<file path="config.mk">
export PLATFORM = sky130hd
export DESIGN_NAME = led_event_encoder
export DESIGN_NICKNAME = d
export VERILOG_FILES = /design/src/rtl/led_event_encoder.sv
export SDC_FILE = /design/constraint.sdc
export NUM_CORES = 1
export LEC_CHECK = 0
export CAP_MARGIN = 20
export CORE_MARGIN = 4
export CORE_UTILIZATION = 60
export CTS_CLUSTER_DIAMETER = 30
export CTS_CLUSTER_SIZE = 8
export DETAILED_ROUTE_END_ITERATION = 16
export PLACE_DENSITY_LB_ADDON = 0.15
export SYNTH_ARGS = -nofsm -noshare
export SYNTH_HDL_FRONTEND = slang
export SYNTH_SLANG_ARGS = --single-unit
</file>
<file path="constraint.sdc">
create_clock -name clk_3125KHz -period 2.95 [get_ports clk_3125KHz]
set_input_delay 0.7375 -clock clk_3125KHz [delete_from_list [all_inputs] [get_ports clk_3125KHz]]
set_output_delay 0.7375 -clock clk_3125KHz [all_outputs]
set_load 0.01 [all_outputs]
</file>
<file path="src/rtl/led_event_encoder.sv">
// LED event encoder: debounces the fault and node sensors, tracks the pick/drop sequence for one zone, and drives status LEDs.
// Latency: every output is registered and changes 1 cycle after the event that qualifies it; sensors add 2 sync cycles plus DEB_CYCLES.
// Backpressure: none; the arm and planner pulses are consumed in the cycle they arrive, and pulses with no effect in the current state are dropped.
module led_event_encoder #(
  parameter int DEB_CYCLES  = 3125,
  parameter int HOLD_CYCLES = 3125000
) (
  input  logic       clk_3125KHz,
  input  logic       rst_n,
  input  logic [1:0] unit_sel,
  input  logic       fault_sense,
  input  logic       node_sense,
  input  logic       pick_done,
  input  logic       drop_done,
  input  logic       run_done,
  output logic       fault_detect,
  output logic       block_picked,
  output logic       node_flag,
  output logic       object_drop,
  output logic       run_complete,
  output logic       EU_fault_flag,
  output logic       CU_fault_flag,
  output logic       RU_fault_flag
);

  // The debounce counter must reach DEB_CYCLES itself, so it gets one extra value
  localparam int DW = (DEB_CYCLES > 0) ? $clog2(DEB_CYCLES + 1) : 1;
  localparam int HW = (HOLD_CYCLES > 1) ? $clog2(HOLD_CYCLES) : 1;
  localparam logic [DW-1:0] DEB_MAX  = DW'(DEB_CYCLES);
  localparam logic [DW-1:0] DEB_LAST = DW'((DEB_CYCLES > 0) ? DEB_CYCLES - 1 : 0);
  localparam logic [HW-1:0] HOLD_LAST = HW'((HOLD_CYCLES > 0) ? HOLD_CYCLES - 1 : 0);

  typedef enum logic [2:0] {
    IDLE    = 3'd0,
    ARMED   = 3'd1,
    FAULT   = 3'd2,
    HOLDING = 3'd3,
    DROPPED = 3'd4,
    DONE    = 3'd5
  } state_t;

  state_t        state, state_nxt;
  logic [1:0]    zone, zone_nxt;
  logic [HW-1:0] hold_cnt, hold_nxt;

  logic          fault_s1, fault_s2, node_s1, node_s2;
  logic          fault_deb, node_deb;
  logic [DW-1:0] fault_cnt, node_cnt;
  logic          node_rise;
  logic          zone_on;

  // Two-flop synchronisers for the raw, asynchronous sensor levels
  always_ff @(posedge clk_3125KHz or negedge rst_n) begin
    if (!rst_n) begin
      fault_s1 <= 1'b0;
      fault_s2 <= 1'b0;
      node_s1  <= 1'b0;
      node_s2  <= 1'b0;
    end else begin
      fault_s1 <= fault_sense;
      fault_s2 <= fault_s1;
      node_s1  <= node_sense;
      node_s2  <= node_s1;
    end
  end

  // Fault debounce: the level flips on the DEB_CYCLES-th consecutive disagreeing cycle
  always_ff @(posedge clk_3125KHz or negedge rst_n) begin
    if (!rst_n) begin
      fault_deb <= 1'b0;
      fault_cnt <= '0;
    end else if (fault_s2 == fault_deb) begin
      fault_cnt <= '0;
    end else if (fault_cnt >= DEB_LAST) begin
      fault_deb <= fault_s2;
      fault_cnt <= '0;
    end else if (fault_cnt != DEB_MAX) begin
      fault_cnt <= fault_cnt + DW'(1);
    end
  end

  // Node flips high in exactly the cycle the debounced level is about to rise
  assign node_rise = node_s2 && !node_deb && (node_cnt >= DEB_LAST);

  // Node debounce, with the flag registered alongside the debounced level
  always_ff @(posedge clk_3125KHz or negedge rst_n) begin
    if (!rst_n) begin
      node_deb  <= 1'b0;
      node_cnt  <= '0;
      node_flag <= 1'b0;
    end else begin
      node_flag <= node_rise && (state != DONE) && !run_done;
      if (node_s2 == node_deb) begin
        node_cnt <= '0;
      end else if (node_cnt >= DEB_LAST) begin
        node_deb <= node_s2;
        node_cnt <= '0;
      end else if (node_cnt != DEB_MAX) begin
        node_cnt <= node_cnt + DW'(1);
      end
    end
  end

  // Next-state logic; run_done overrides everything, otherwise one listed transition per state
  always_comb begin
    state_nxt = state;
    zone_nxt  = zone;
    hold_nxt  = hold_cnt;
    if (run_done) begin
      state_nxt = DONE;
      zone_nxt  = 2'b00;
      hold_nxt  = '0;
    end else begin
      case (state)
        IDLE: begin
          if (unit_sel != 2'b00) begin
            state_nxt = ARMED;
            zone_nxt  = unit_sel;
          end
        end
        ARMED: begin
          if (fault_deb) state_nxt = FAULT;
        end
        FAULT: begin
          if (pick_done) state_nxt = HOLDING;
        end
        HOLDING: begin
          if (drop_done) begin
            state_nxt = DROPPED;
            hold_nxt  = HOLD_LAST;
          end
        end
        DROPPED: begin
          if (hold_cnt == '0) begin
            state_nxt = IDLE;
            zone_nxt  = 2'b00;
          end else begin
            hold_nxt = hold_cnt - HW'(1);
          end
        end
        DONE: begin
          state_nxt = DONE;
        end
        default: begin
          state_nxt = IDLE;
          zone_nxt  = 2'b00;
          hold_nxt  = '0;
        end
      endcase
    end
  end

  // Zone LEDs light in every active state between arming and the return to IDLE
  assign zone_on = (state_nxt == ARMED) || (state_nxt == FAULT) ||
                   (state_nxt == HOLDING) || (state_nxt == DROPPED);

  // State register with outputs decoded from the next state so they land on the same edge
  always_ff @(posedge clk_3125KHz or negedge rst_n) begin
    if (!rst_n) begin
      state         <= IDLE;
      zone          <= 2'b00;
      hold_cnt      <= '0;
      fault_detect  <= 1'b0;
      block_picked  <= 1'b0;
      object_drop   <= 1'b0;
      run_complete  <= 1'b0;
      EU_fault_flag <= 1'b0;
      CU_fault_flag <= 1'b0;
      RU_fault_flag <= 1'b0;
    end else begin
      state         <= state_nxt;
      zone          <= zone_nxt;
      hold_cnt      <= hold_nxt;
      fault_detect  <= (state_nxt == FAULT);
      block_picked  <= (state_nxt == HOLDING);
      object_drop   <= (state_nxt == DROPPED);
      run_complete  <= (state_nxt == DONE);
      EU_fault_flag <= zone_on && (zone_nxt == 2'b01);
      CU_fault_flag <= zone_on && (zone_nxt == 2'b10);
      RU_fault_flag <= zone_on && (zone_nxt == 2'b11);
    end
  end

endmodule

</file>
# Word-level counts from Yosys, hierarchy flattened
# Index checks and enable logic that the tools add are counted.
[classes]
eq_ne = 21
n_reduce_logical = 22
n_bitwise = 2
n_mux = 21
n_addsub = 3
order_cmp = 2
[op_table]
columns = ["op", "n"]
rows = [
  ["$mux W12", 6],
  ["$mux W22", 3],
  ["$pmux W22 S3", 1],
  ["$add A12 B1 Y12 const B", 2],
  ["$ge A12 B12 Y1 const B", 2],
  ["$ne A12 B12 Y1 const B", 2],
  ["$logic_not A22 Y1", 1],
  ["$sub A22 B1 Y22 const B", 1],
  ["$mux W3", 6],
  ["$pmux W3 S6", 1],
  ["$eq A3 B2 Y1 const B", 4],
  ["$eq A3 B3 Y1 const B", 4],
  ["$ne A3 B3 Y1 const B", 3],
  ["$reduce_or A4 Y1", 2],
  ["$logic_and A1 B1 Y1", 7],
  ["$eq A3 B1 Y1 const B", 2],
  ["$mux W2", 3],
  ["$pmux W2 S3", 1],
  ["$reduce_bool A3 Y1", 2],
  ["$eq A2 B2 Y1 const B", 2],
  ["$reduce_and A2 Y1", 2],
  ["$logic_not A3 Y1", 1],
  ["$logic_or A1 B1 Y1", 3],
  ["$reduce_and A3 Y1", 1],
  ["other kinds (6)", 9],
]
[word_totals]
out_inout_bits = 8
regBits = 65
wordCells = 90

# Longest topological paths before layout
[logic_depth]
word_depth = 9
mapped_depth = 9

# Worst setup path before layout
# No wires, ideal clock.
[synth_path]
kind = "register -> register"
start = "register hold_cnt[0]"
end = "register hold_cnt[6]"
arrival_ns = 1.913
path_slack_ns = 0.917
synth_period_minus_slack_ns = 2.033
path_buffers = 2
path_stages_with_launch = 9
path_cell_list = "dfrtp_1 -> inv_1 -> ha_1 -> nor3b_2 -> a21oi_2 -> or3_1 -> buf_6 -> buf_6 -> a41o_1"
[synth_via]
elab_chain_len = 4
word_cells_on_any_way = 7
classes_between = "1 x add/sub; 1 x eq/ne; 3 x mux; 2 x reduce/logical"
[synth_lines]
columns = ["element", "line_no", "text"]
rows = [
  ["start, declared", "44", "logic [HW-1:0] hold_cnt, hold_nxt;"],
  ["start signal, assigned", "173", "hold_cnt <= hold_nxt;"],
  ["$sub A22 B1 Y22", "138", "hold_nxt = hold_cnt - HW'(1);"],
  ["$mux W22", "134", "if (hold_cnt == '0) begin"],
  ["$pmux W22 S3", "114", "case (state)"],
  ["$mux W22", "109", "if (run_done) begin"],
]
# Several ways; a longest one is shown, not always the timed one. The select of a mux whose other input is x is not followed.
# A chain may end at the register's enable or synchronous reset.

# Worst setup path in the final report
[layout_path]
start = "input drop_done"
end = "register hold_cnt[6]"
[layout_via]
elab_chain_len = 2
[layout_lines]
columns = ["element", "line_no", "text"]
rows = [
  ["start, declared", "14", "input logic drop_done,"],
  ["$ne A3 B3 Y1 (no line)", "-", ""],
  ["$reduce_and A3 Y1 (no line)", "-", ""],
]
# Every way passes these cells.

==> metrics.yaml <==
status:
  status: "finished, final reports clean"
placement:
  gp_congestion: 0.892
  numPortBuffers: 16
  pre_cts_ws_ps: 104
  dp_hpwl_um: 5180
synthesis:
  synth_edf_count: 0
  synthCells: 376
  synth_area_per_cell_sq_um: 9.38
  syn-num-nets: 393
  synth.area.top_cells: "dfrtp_1, nor2_1, o21ai_0, ha_1, xnor2_1"
  yosysMostFrequentCell: "dfrtp_1"
  netlist_area_sq_um: 3530
  synth_top_area_share_pct: 46.1
  yosys-top-cells-count: "dfrtp_1, nor2_1, o21ai_0"
  synth.largest_area_cell: "dfrtp_1"
  ys_async_sr_fraction_pct: 100
  synth_top_flop_cell: "dfrtp_1"
  synth-seq-cells: 65
  ys_types: 64
  synth.yosys.warnings: 0
  seq_area_frac_synth_pct: 46.1
power:
  p_seq_share_pct: 46.9
  power_density_nw_per_um2: 478
  ir_drop_uv: 306
  netSwitchingPower_mw: 0.403
  p_leak_nw: 1.77
  p_clk_share_pct: 49.2
  sw_frac_of_total_pct: 20.8
  power.internal_mw: 1.54
  pwr-share-comb_pct: 3.9
timing:
  period_share_pct: 84.7
  period_minus_slack_ps: 2500
  setup_slack_ps: 451
  fmax_mhz: 400
  fin_tns_setup_ps: 0
  setup_viol: 0
  hold_violations: 0
  maxSlewHeadroom_pct: 35.8
  finalMaxSlewViolations: 0
  skew_ps: 7.48
  tightest_slew_ps: 953
  rsz0062_at_grt: "false"
grt:
  grt_max_degree: 40
  antenna_found_initial: 0
  grt-ovfl-total: 0
  grt_usage_pct: 22.4
  grt_pass1_wl_um: 12900
  grt_pass1_vias: 2894
clocking:
  cts_sinks: 65
  cts_setup_buffers: 0
  cts_made_buffers: 9
  cts_htree_levels: 3
  cts_tree: "yes"
  cts_max_path_buffers: 2
  cts_hold_buf: 0
  cts_root_buf: "clkbuf_8"
  clk_pin_slew_ps: 70
  insertion_delay_ps: 350
  cts_resized: 0
cells_and_area:
  nFillCells: 401
  drive_gt1_share_pct: 10.3
  fin_nets: 420
  multi_input_area_sq_um: 1750
  ff_latch_area_sq_um: 1630
  num_antenna_cells: 0
  area_growth_syn_to_layout_pct: 15.1
routing:
  dr.first_iter.drc_count: 176
  ant_nets: 0
  vias_per_cell: 6.07
  avgRoutedWirePerCell_um: 15.8
  first_pass_iters: 5
  wl_um: 7580
  dr_total_vias: 2912
  drcViolationCount: 0
floorplanning:
  ios: 17
  placementRows: 27
  die_h_um: 84.7
  die_w_um: 84.7
  die-area_sq_um: 7170
  core-area_sq_um: 5610
  start_util_pct: 62.9
critical_path:
  crit_type: "input port to register"
  crit_fanout: 19
  cp.arrival_ps: 2780
  cp.required_ps: 3230
  endpoint_kind: "register"
  startpoint_type: "input port"
flow_run:
  maxCapViolations: 0
worst_hold_path:
  min_path_type: "register to register"
==> layout make-up <==
cell class / instances / area share [%]
sequential: 65 / 40.1
timing repair buffer: 27 / 6.17
clock inverter: 4 / 2.44
inverter: 23 / 2.13
tap: 72 / 2.22
clock buffer: 12 / 3.82
multi-input combinational: 277 / 43.2
==> per-layer routing <==
metal | GRT usage (%) | vias to the layer above | share of wire [%]
met3 | 3.93 | 15 | 4.0
met4 | 10.4 | 0 | 2.1
met1 | 28.3 | 1418 | 45
met2 | 37.4 | 63 | 49
met5 | 0 | - | 0
li1 | - | 1416 | -
==> flip-flops by register name, indices dropped and copies added (netlist names), 2 cells and up <==
name	flops
node_cnt	12
hold_cnt	22
state	3
fault_cnt	12
zone	2
==> power by group through the flow <==
stage / Clock (mW) / Sequential (mW) / Combinational, mW
2_1_floorplan: 0 / 0.925 / 0.0305
3_3_place_gp: 0 / 0.926 / 0.0749
3_5_place_dp: 0 / 0.926 / 0.0768
4_1_cts: 0.968 / 0.909 / 0.0772
5_1_grt: 1.01 / 0.911 / 0.0867
6_report: 0.955 / 0.910 / 0.0753
==> critical path: stages <==
cell	delay, ps
clkdlybuf4s50_1	450
a21oi_1	210
o22ai_1	180
or3_1	700
a311oi_1	380
a41o_1	120
==> logic make-up (layout without fill, tap and decap cells) <==
family	count (synthesis)	in the layout	synth area share [%]
adders and majority gates	8	8	2.84
AOI/OAI and AO/OA	93	93	18.7
DFF	65	65	46.1
buffers and inverters	34	66	4.22
and+or+nand+nor	155	155	22.9
xor gates and xnor gates	21	21	5.21
==> path summary, 6_finish.rpt <==
path	slack [ps]	start	endpoint	depth (start not counted)
max	450	drop_done	hold_cnt[6]	6
min	350	node_s1	node_s2	0
max reg2reg	520	state[2]	hold_cnt[6]	5
min reg2reg	350	node_s1	node_s2	0
max in group asynchronous	1910	rst_n	fault_s1	2
min in group asynchronous	410	rst_n	hold_cnt[12]	1
==> layout by cell type, fill, tap and decap left out, types with 3 or more instances in the layout <==
cell and instances:
o32ai_1 4, clkdlybuf4s50_1 15, a21oi_1 12, nand4_1 6
nor2_1 59, clkbuf_8 11, buf_4 10, inv_1 23
dfrtp_1 65, nor3_1 9, a31oi_1 7, or4_1 5
and2_1 3, bufinv_16 3, o21ai_0 25, nand2_1 23
a211oi_1 4, nand3b_1 4, and3_1 4, nor2b_1 5
o31ai_1 7, ha_1 8, nand3_1 13, xor2_1 10
xnor2_1 11, nor4_1 5, o311a_1 3
==> metrics by stage <==
step	cell area [sq um]	total power, mW	instances	utilization (%)	hold WS [ps]
after floorplan	3530	0.955	376	-	331
after global placement	3800	1.00	464	67.8	334
after detailed placement	3800	1.00	464	67.8	335
after CTS	4060	1.95	480	72.4	351
after global routing	4060	2.01	480	72.4	357
final	4060	1.94	480	72.4	350
(Power assumes the default switching activity.)
